## src/rtl/uart_pkg.sv

```systemverilog
`default_nettype none
// ============================================================================
// Module      : uart_pkg
// Description : Shared constants for the UART host-side register sequencer:
//               register indices, FSM state encoding and reset defaults.
// Revision    : 1.0 - initial release
// ============================================================================
package uart_pkg;

    // Register indices presented on the four-way select decoder
    localparam logic [1:0] ADDR_BAUD  = 2'd0;
    localparam logic [1:0] ADDR_MODTX = 2'd1;
    localparam logic [1:0] ADDR_TXFF  = 2'd2;
    localparam logic [1:0] ADDR_TX    = 2'd3;

    // Default baud divisor reset value
    localparam logic [7:0] BAUD_RST_DFLT = 8'd27;

    // Host sequencer state encoding
    localparam int         c_state_w    = 3;
    localparam logic [2:0] c_st_idle    = 3'd0;
    localparam logic [2:0] c_st_setup   = 3'd1;
    localparam logic [2:0] c_st_wait    = 3'd2;
    localparam logic [2:0] c_st_strobe  = 3'd3;
    localparam logic [2:0] c_st_ack     = 3'd4;
    localparam logic [2:0] c_st_release = 3'd5;

    // A write must stall while its target cannot accept data
    function automatic logic write_stalls(input logic       wr,
                                          input logic [1:0] addr,
                                          input logic       txff_full,
                                          input logic       tx_busy);
        return wr && (((addr == ADDR_TXFF) && txff_full) ||
                      ((addr == ADDR_TX)   && tx_busy));
    endfunction

endpackage
`default_nettype wire

```

## src/rtl/uart_host_ctrl_if.sv

```systemverilog
`default_nettype none
// ============================================================================
// Module      : uart_host_ctrl_if
// Description : Single-beat host request/acknowledge bus for the UART
//               register sequencer.
// Revision    : 1.0 - initial release
// ============================================================================
interface uart_host_ctrl_if #(
    parameter int DW = 8
) ();

    logic          req;
    logic          wr;
    logic [1:0]    addr;
    logic [DW-1:0] wdata;
    logic          ack;
    logic          err;
    logic [DW-1:0] rdata;

    // Host side: issues requests, receives completions
    modport master (
        output req, wr, addr, wdata,
        input  ack, err, rdata
    );

    // Sequencer side: accepts requests, returns completions
    modport slave (
        input  req, wr, addr, wdata,
        output ack, err, rdata
    );

endinterface
`default_nettype wire

```

## src/rtl/uart_wait_timer.sv

```systemverilog
`default_nettype none
// ============================================================================
// Module      : uart_wait_timer
// Description : Loadable stall counter with synchronous clear, count enable
//               and a terminal-count flag raised at WAIT_MAX-1.
// Revision    : 1.0 - initial release
// ============================================================================
module uart_wait_timer #(
    parameter int WAIT_MAX = 16,
    parameter int CW       = (WAIT_MAX > 1) ? $clog2(WAIT_MAX) : 1
) (
    input  wire logic          clk,
    input  wire logic          rst_n,
    input  wire logic          i_clr,
    input  wire logic          i_ld,
    input  wire logic [CW-1:0] i_ld_val,
    input  wire logic          i_en,
    output logic               o_tc
);

    localparam logic [CW-1:0] c_tc_val = CW'(WAIT_MAX - 1);

    logic [CW-1:0] r_cnt;

    // Counter: clear beats load, load beats increment
    always_ff @(posedge clk or negedge rst_n) begin
        if (!rst_n) begin
            r_cnt <= '0;
        end else if (i_clr) begin
            r_cnt <= '0;
        end else if (i_ld) begin
            r_cnt <= i_ld_val;
        end else if (i_en) begin
            r_cnt <= r_cnt + 1'b1;
        end
    end

    assign o_tc = (r_cnt == c_tc_val);

endmodule
`default_nettype wire

```

## src/rtl/uart_host_ctrl.sv

```systemverilog
`default_nettype none
// ============================================================================
// Module      : uart_host_ctrl
// Description : Host-side register access sequencer for the UART. Drives the
//               register-select decoder and write strobe, keeps shadow copies
//               of the baud divisor and mode registers, stalls writes to a
//               busy TX path and completes stuck stalls with an error.
// Revision    : 1.0 - initial release
// ============================================================================
module uart_host_ctrl
    import uart_pkg::*;
#(
    parameter int            DW       = 8,
    parameter logic [DW-1:0] BAUD_RST = DW'(BAUD_RST_DFLT),
    parameter logic [DW-1:0] MODE_RST = '0,
    parameter int            WAIT_MAX = 16
) (
    input  wire logic           clk,
    input  wire logic           rst_n,
    uart_host_ctrl_if.slave     host,
    output logic                dec_ena,
    output logic [1:0]          dec_sel,
    output logic                reg_we,
    output logic [DW-1:0]       reg_wdata,
    output logic [DW-1:0]       baud_div,
    output logic [DW-1:0]       mode_cfg,
    input  wire logic           txff_full,
    input  wire logic           tx_busy
);

    logic [c_state_w-1:0] r_state;
    logic [c_state_w-1:0] w_next;

    logic          r_wr;
    logic [1:0]    r_addr;
    logic [DW-1:0] r_wdata;

    logic          r_dec_ena;
    logic [1:0]    r_dec_sel;
    logic          r_reg_we;
    logic [DW-1:0] r_reg_wdata;
    logic          r_ack;
    logic          r_err;
    logic [DW-1:0] r_rdata;
    logic [DW-1:0] r_baud_div;
    logic [DW-1:0] r_mode_cfg;

    logic          w_accept;
    logic          w_stall;
    logic          w_tc;
    logic          w_timeout;
    logic          w_tmr_clr;
    logic          w_tmr_ld;
    logic          w_tmr_en;
    logic [DW-1:0] w_rd_mux;

    assign w_accept  = (r_state == c_st_idle) && host.req;
    assign w_stall   = write_stalls(r_wr, r_addr, txff_full, tx_busy);
    assign w_timeout = (r_state == c_st_wait) && w_stall && w_tc;

    // Counter starts from zero on WAIT entry and only advances while stalling
    assign w_tmr_clr = (r_state == c_st_idle);
    assign w_tmr_ld  = (r_state == c_st_setup) && (w_next == c_st_wait);
    assign w_tmr_en  = (r_state == c_st_wait) && (w_next == c_st_wait);

    uart_wait_timer #(
        .WAIT_MAX (WAIT_MAX)
    ) u_wait_timer (
        .clk      (clk),
        .rst_n    (rst_n),
        .i_clr    (w_tmr_clr),
        .i_ld     (w_tmr_ld),
        .i_ld_val ('0),
        .i_en     (w_tmr_en),
        .o_tc     (w_tc)
    );

    // State register
    always_ff @(posedge clk or negedge rst_n) begin
        if (!rst_n) begin
            r_state <= c_st_idle;
        end else begin
            r_state <= w_next;
        end
    end

    // Next-state logic; a clearing stall wins over the terminal count
    always_comb begin
        w_next = r_state;
        case (r_state)
            c_st_idle: begin
                if (host.req) begin
                    w_next = c_st_setup;
                end
            end
            c_st_setup: begin
                if (!r_wr) begin
                    w_next = c_st_ack;
                end else if (w_stall) begin
                    w_next = c_st_wait;
                end else begin
                    w_next = c_st_strobe;
                end
            end
            c_st_wait: begin
                if (!w_stall) begin
                    w_next = c_st_strobe;
                end else if (w_tc) begin
                    w_next = c_st_ack;
                end
            end
            c_st_strobe:  w_next = c_st_ack;
            c_st_ack:     w_next = c_st_release;
            c_st_release: begin
                if (!host.req) begin
                    w_next = c_st_idle;
                end
            end
            default:      w_next = c_st_idle;
        endcase
    end

    // Capture the request once; host changes are ignored until the next accept
    always_ff @(posedge clk or negedge rst_n) begin
        if (!rst_n) begin
            r_wr    <= 1'b0;
            r_addr  <= '0;
            r_wdata <= '0;
        end else if (w_accept) begin
            r_wr    <= host.wr;
            r_addr  <= host.addr;
            r_wdata <= host.wdata;
        end
    end

    // Read-data source selected by the captured address
    always_comb begin
        w_rd_mux = '0;
        case (r_addr)
            ADDR_BAUD:  w_rd_mux    = r_baud_div;
            ADDR_MODTX: w_rd_mux    = r_mode_cfg;
            ADDR_TXFF:  w_rd_mux[0] = txff_full;
            default:    w_rd_mux[0] = tx_busy;
        endcase
    end

    // Registered decoder, strobe and completion outputs, derived from the
    // state being entered so they line up with that state's cycle
    always_ff @(posedge clk or negedge rst_n) begin
        if (!rst_n) begin
            r_dec_ena   <= 1'b1;
            r_dec_sel   <= '0;
            r_reg_we    <= 1'b0;
            r_reg_wdata <= '0;
            r_ack       <= 1'b0;
            r_err       <= 1'b0;
            r_rdata     <= '0;
        end else begin
            r_dec_ena <= !((w_next == c_st_setup) ||
                           (w_next == c_st_wait)  ||
                           (w_next == c_st_strobe));
            r_reg_we  <= (w_next == c_st_strobe);
            r_ack     <= (w_next == c_st_ack);
            r_err     <= (w_next == c_st_ack) && w_timeout;
            if (w_accept) begin
                r_dec_sel <= host.addr;
            end
            if (w_next == c_st_strobe) begin
                r_reg_wdata <= r_wdata;
            end
            if (w_next == c_st_ack) begin
                r_rdata <= w_rd_mux;
            end
        end
    end

    // Shadow registers follow the write strobe
    always_ff @(posedge clk or negedge rst_n) begin
        if (!rst_n) begin
            r_baud_div <= BAUD_RST;
            r_mode_cfg <= MODE_RST;
        end else if (r_state == c_st_strobe) begin
            if (r_addr == ADDR_BAUD) begin
                r_baud_div <= r_wdata;
            end
            if (r_addr == ADDR_MODTX) begin
                r_mode_cfg <= r_wdata;
            end
        end
    end

    assign dec_ena    = r_dec_ena;
    assign dec_sel    = r_dec_sel;
    assign reg_we     = r_reg_we;
    assign reg_wdata  = r_reg_wdata;
    assign baud_div   = r_baud_div;
    assign mode_cfg   = r_mode_cfg;
    assign host.ack   = r_ack;
    assign host.err   = r_err;
    assign host.rdata = r_rdata;

endmodule
`default_nettype wire

```

## src/flat_wrapper.sv

```systemverilog
// flat-port wrapper written by rule: the top's interface ports become plain ports
module uart_host_ctrl_flat import uart_pkg::*;
#(
    parameter int            DW       = 8,
    parameter logic [DW-1:0] BAUD_RST = DW'(BAUD_RST_DFLT),
    parameter logic [DW-1:0] MODE_RST = '0,
    parameter int            WAIT_MAX = 16
)
  (clk, rst_n, dec_ena, dec_sel, reg_we, reg_wdata, baud_div, mode_cfg, txff_full, tx_busy, host_req, host_wr, host_addr, host_wdata, host_ack, host_err, host_rdata);
  uart_host_ctrl_if #(.DW(DW)) host_i ();
  input  wire logic clk;
  input  wire logic rst_n;
  output logic dec_ena;
  output logic [1:0] dec_sel;
  output logic reg_we;
  output logic [DW-1:0] reg_wdata;
  output logic [DW-1:0] baud_div;
  output logic [DW-1:0] mode_cfg;
  input  wire logic txff_full;
  input  wire logic tx_busy;
  input wire logic [$bits(host_i.req)-1:0] host_req;
  input wire logic [$bits(host_i.wr)-1:0] host_wr;
  input wire logic [$bits(host_i.addr)-1:0] host_addr;
  input wire logic [$bits(host_i.wdata)-1:0] host_wdata;
  output wire logic [$bits(host_i.ack)-1:0] host_ack;
  output wire logic [$bits(host_i.err)-1:0] host_err;
  output wire logic [$bits(host_i.rdata)-1:0] host_rdata;
  assign host_i.req = host_req;
  assign host_i.wr = host_wr;
  assign host_i.addr = host_addr;
  assign host_i.wdata = host_wdata;
  assign host_ack = host_i.ack;
  assign host_err = host_i.err;
  assign host_rdata = host_i.rdata;
  uart_host_ctrl #(.DW(DW), .BAUD_RST(BAUD_RST), .MODE_RST(MODE_RST), .WAIT_MAX(WAIT_MAX)) u_core (.clk(clk), .rst_n(rst_n), .host(host_i), .dec_ena(dec_ena), .dec_sel(dec_sel), .reg_we(reg_we), .reg_wdata(reg_wdata), .baud_div(baud_div), .mode_cfg(mode_cfg), .txff_full(txff_full), .tx_busy(tx_busy));
endmodule
```

## config.mk

```make
export PLATFORM = sky130hd
export DESIGN_NAME = uart_host_ctrl_flat
export DESIGN_NICKNAME = d
export VERILOG_FILES = /design/src/rtl/uart_pkg.sv /design/src/rtl/uart_host_ctrl_if.sv /design/src/rtl/uart_wait_timer.sv /design/src/rtl/uart_host_ctrl.sv /design/src/flat_wrapper.sv
export SDC_FILE = /design/constraint.sdc
export NUM_CORES = 1
export LEC_CHECK = 0
export ABC_CLOCK_PERIOD_IN_PS = 2000
export BUFFER_PORTS_ARGS = -buffer_cell sky130_fd_sc_hd__buf_2
export CORE_MARGIN = 1
export CORE_UTILIZATION = 53
export DETAILED_ROUTE_END_ITERATION = 16
export PLACE_DENSITY = 0.88
export SYNTH_ARGS = -nofsm -noshare
export SYNTH_HDL_FRONTEND = slang
export SYNTH_SLANG_ARGS = --single-unit
```

## constraint.sdc

```tcl
create_clock -name clk -period 2 [get_ports clk]
set_clock_uncertainty 0.05 [all_clocks]
set_input_delay 0.1 -clock clk [delete_from_list [all_inputs] [get_ports clk]]
set_output_delay 0.1 -clock clk [all_outputs]
set_load 0.01 [all_outputs]
```

Word-level counts from Yosys, hierarchy flattened. Index checks and enable logic that the tools add are counted.

Memories kept: 0. Register bits: 54. Bits of input ports: 16. RAM bits: 0. Word-level logic and storage cells: 57. Output and inout port bits: 38. ROM bits: 0. Latch bits: 0.

Shifts and indexed selects: 0. Multiply operators: 0. Multiplexer cells: 12. Bitwise gates (word level): 0. Divide/modulo/power cells: 0. $lt $le $gt $ge: 0. Reductions and logical operators: 18. Add/subtract/negate cells: 1. Equality and inequality tests: 13.

Operators with widths (number): $pmux W3 S6 (1); $mux W3 (5); $pmux W7 S2 (1); $eq A3 B2 Y1 const B (4); $mux W4 (3); $eq A3 B3 Y1 const B (3); $logic_and A1 B1 Y1 (9); $eq A3 B1 Y1 const B (2); $add A4 B1 Y4 const B (1); $eq A2 B2 Y1 const B (2); $eq A4 B4 Y1 const B (1); $reduce_and A2 Y1 (2); $logic_not A3 Y1 (1); $logic_or A1 B1 Y1 (3); $pmux W1 S3 (1); $reduce_bool A3 Y1 (1); $eq A2 B1 Y1 const B (1); $logic_not A2 Y1 (1); $logic_not A1 Y1 (1); $mux W1 (1).

Depth between registers and ports, before layout.
Depth in word-level cells: 12. Gate-level depth with buffers: 6.

Modules after synthesis. From an unflattened synthesis, not the netlist that was laid out.

Cell total of the unflattened synthesis: 175. Area, all modules: 2443.6 sq um.

By module, submodules not included: uart_host_ctrl (area an instance 2212.1 sq um, instances 1, cells an instance 152); uart_wait_timer (area an instance 231.5 sq um, instances 1, cells an instance 23).

Worst setup path before layout. OpenSTA, ideal clock, no wires.

Path type: reg2reg. Start point: reg, netlist name u_core.dec_sel[0]. End point: reg u_core.r_reg_wdata[0], in the netlist u_core.reg_wdata[0]. Path buffers: 1. Stages on the path, launching flop included: 6. Setup time: 0.125 ns. Data required time: 1.825 ns. Setup slack: 0.136 ns. Arrival time: 1.689 ns. Path through: dfrtp_1 > mux2i_4 > nor2b_1 > o32a_1 > buf_4 > mux2_4.

RTL lines: end signal, assigned (line uart_host_ctrl.sv:169) `r_reg_wdata <= r_wdata;`; end, declared (line uart_host_ctrl.sv:41) `logic [DW-1:0] r_reg_wdata;`.

Worst setup path after layout.
Start point: reg u_core.r_state[1]. End point: reg u_core.r_rdata[0], in the netlist u_core.host.rdata[0].

Cells in the longest elaborated chain, start to end: 4. Elaborated cells between the ends (all ways): 12. Classes of those cells: eq/ne: 6; mux: 5; reduce/logical: 1.

Ends and longest elaborated chain: start, declared (line uart_host_ctrl.sv:31) `logic [c_state_w-1:0] r_state;`; start signal, assigned (line uart_host_ctrl.sv:81) `r_state <= c_st_idle;`; start signal, assigned (line uart_host_ctrl.sv:83) `r_state <= w_next;`; $mux W3 (line uart_host_ctrl.sv:108) `end else if (w_tc) begin`; $mux W3 (line uart_host_ctrl.sv:106) `if (!w_stall) begin`; $pmux W3 S6 * (line uart_host_ctrl.sv:90) `case (r_state)`; $eq A3 B3 Y1 * (line uart_host_ctrl.sv:171) `if (w_next == c_st_ack) begin`; end signal, assigned (line uart_host_ctrl.sv:172) `r_rdata <= w_rd_mux;`; end, declared (line uart_host_ctrl.sv:44) `logic [DW-1:0] r_rdata;`.

Every way passes the cells marked *; elsewhere a longest branch is shown, timed or not. A chain may end at the register's enable or synchronous reset.

==> run metrics <==
status completed; Area contributors post-synth dfrtp_1 (50%), mux2_2 (8.8%), mux2_4 (5.5%); cell area after synthesis 2440 um2; CTS tree done; Final Cycle Share 96.0%; met3 wire length 198 um; syn_area_per_cell 14.3 um2; Clock Sinks 54; Post-Route WL 5090 um; pins over their slew limit 0; largest area contributor in the netlist dfrtp_1; Reg2Reg Depth 4; Wirelength per Cell 17.2 um; wl on met1 2280 um; DR iter-0 viols 99; reg2reg end u_core.host.rdata[0]$_DFFE_PN0P_; DR vias/cell 5.59; Routed Antenna Nets 0; grt total ovfl 0; io pins 54; Most used DFF post-synth dfrtp_1; final hold violations 0; Die Ht 69.9 um; CTS clock-pin slew for the worst setup and hold paths 0.10 ns; met2 wire length 2510 um; Critical Path Source Type register; Worst Min Path Start host_req; antenna violations before repair 0; final std cells w/o fill 297; Hold Path Stages 3; Layout Nets 261; CP endpoint kind register; Required @ worst endpoint 2.15 ns; Setup CP Type register to register; Setup TNS 0 ns; CTS Buffer Depth 2; gpl congestion 0.870; drt pass-1 iters 4; H-Tree Depth 2; Tot Pwr 0.00477 W; f_max 521 MHz; reg2reg start u_core.r_state[1]$_DFF_PN0_; slew margin rel. 58.2%; Max Used Layer met4; post-synthesis cell count 171; via count 1661; Final min period 1.92 ns; distinct cell type count after synthesis 37; Post-synth EDFFs 0; DP Cell Count 277; r2r setup slk 0.08 ns; initial cell density of the core 55.7%; DRC 0; #FFs+latches synth 54; worst-margin pin slew 0.627 ns; cts bufs inserted 5; fin worst setup slack 0.0803 ns; DP Worst Slack 0.0670 ns; share of cells above drive strength 1 47.3%; Detail Placement HPWL 3640 um; Power per Cell Area 1570 nW/um2; share of synthesized flip-flops with an asynchronous set or reset 100%; global-route wire length before repair 8540 um; Core Region 4380 um2; Clock Latency Late Sink 0.31 ns; area grow syn2layout 24.6%; Total GRT Usage 22.8%; # rows 24; unrepaired setup endpoints after global routing false; port bufs 53; CP max FO 9; Min-Delay Path Class input pin to register; Leak Pwr 1.52 nW; Seq/Total Area, Yosys 55.6%; CP arrival 2.07 ns; CTS root buf clkbuf_8; Die Width 69.9 um; Syn Nets 188; Max Cap Viol 0; number of buffers inserted by post-CTS setup repair 0; yosys warns 0; Hold Path Sink u_core.r_state[0]$_DFF_PN0_; Worst VDD drop 0.847 mV; Synth top area share 50.2%; diode count 0; Setup Viol. Count Final 0; largest net degree at the start of global routing 29; vias in the first global route 1795; full die area 4880 um2
==> what timing repair did <==
item	CTS	global route
endpoints found under the hold margin	33	0
hold buffers	12	0
resized for setup	0	2
setup endpoints to repair	0	14
==> registers in the layout (all words and copies together), names as in the netlist, 2 cells and up <==
signal,count
u_core.baud_div,8
u_core.dec_sel,2
u_core.host.rdata,8
u_core.mode_cfg,8
u_core.r_state,3
u_core.r_wdata,8
u_core.reg_wdata,8
u_core.u_wait_timer.r_cnt,4
==> power breakdown <==
group	total [W]	switching, W	internal [W]	leakage (nW)
clock network	0.000617	0.000364	0.000253	0.0447
registers	0.00196	0.000371	0.00159	0.678
logic	0.00219	0.00105	0.00114	0.799
total	0.00477	0.00178	0.00299	1.52
==> metrics by stage <==
step,cell area (um2),hold WS (ns),utilization [%]
CTS,3040,0.106,69.3
global placement,2820,0.0890,64.4
detailed placement,2820,0.0968,64.4
global route,3040,0.153,69.4
finish,3040,0.125,69.4
floorplan,2440,-0.246,-
==> cell usage in the layout, fill, tap and decap left out, types with 5 or more instances in the layout <==
cell type / count
mux2_1: 8
a22o_1: 10
dfrtp_1: 49
mux2_2: 19
dfstp_2: 5
mux2_4: 9
mux2i_1: 9
dlygate4sd3_1: 12
buf_4: 9
nor3_1: 9
buf_2: 53
clkbuf_8: 5
==> how the worst max path moves through the flow <==
stage,start,to,slack [ns],cells past startpoint
2_1_floorplan,u_core.dec_sel[0]$_DFFE_PN0P_,u_core.reg_wdata[0]$_DFFE_PN0P_,0.14,5
3_3_place_gp,u_core.r_state[1]$_DFF_PN0_,u_core.host.rdata[0]$_DFFE_PN0P_,0.11,4
3_5_place_dp,u_core.dec_sel[0]$_DFFE_PN0P_,u_core.mode_cfg[7]$_DFFE_PN0P_,0.07,3
4_1_cts,u_core.dec_sel[0]$_DFFE_PN0P_,u_core.mode_cfg[6]$_DFFE_PN0P_,0.06,3
5_1_grt,u_core.u_wait_timer.r_cnt[0]$_DFFE_PN0P_,u_core.u_wait_timer.r_cnt[2]$_DFFE_PN0P_,0.004,5
6_report,u_core.r_state[1]$_DFF_PN0_,u_core.host.rdata[0]$_DFFE_PN0P_,0.08,4
==> area by class of cell <==
cell class | count | area, um2
inverter | 4 | 15.0
timing repair buffer | 76 | 493
clock inverter | 3 | 25.0
multi-input combinational | 103 | 1020
fill | 307 | 1340
tap | 52 | 65.1
clock buffer | 5 | 68.8
sequential | 54 | 1360
==> logic make-up (layout without fill, tap and decap cells) <==
| family | count (synthesis) | count (layout) | synth area share (%) |
|---|---|---|---|
| xor+xnor | 4 | 4 | 1.43 |
| flops | 54 | 54 | 55.6 |
| simple gates | 30 | 30 | 8.61 |
| buf+inv | 14 | 88 | 3.18 |
| mux | 46 | 46 | 22.6 |
| compound gates | 22 | 22 | 8.09 |
| fa+ha+maj | 1 | 1 | 0.512 |
==> critical path: stages (launching register included) <==
cell	delay, ns
dfrtp_1	0.47
or3b_4	0.45
nor4_4	0.36
o21bai_4	0.16
mux2_4	0.32
==> synthesized netlist by cell type, drive strengths merged (2+ instances only) <==
library cell / number
nor2: 3
nor3: 9
inv: 4
a22o: 10
nand2: 3
o21bai: 3
dfrtp: 49
nor2b: 3
dfstp: 5
mux2i: 10
mux2: 36
xor2: 4
nor4b: 2
nand3: 2
o21ai: 3
nor4: 3
buf: 10
==> per-layer routing <==
metal  vias up  global-route usage, %
met5         -                      0
met2        57                   37.9
met1       828                   30.0
met3         9                   4.33
met4         0                   7.78
li1        767                      -
Power figures use the tool's default switching activity.
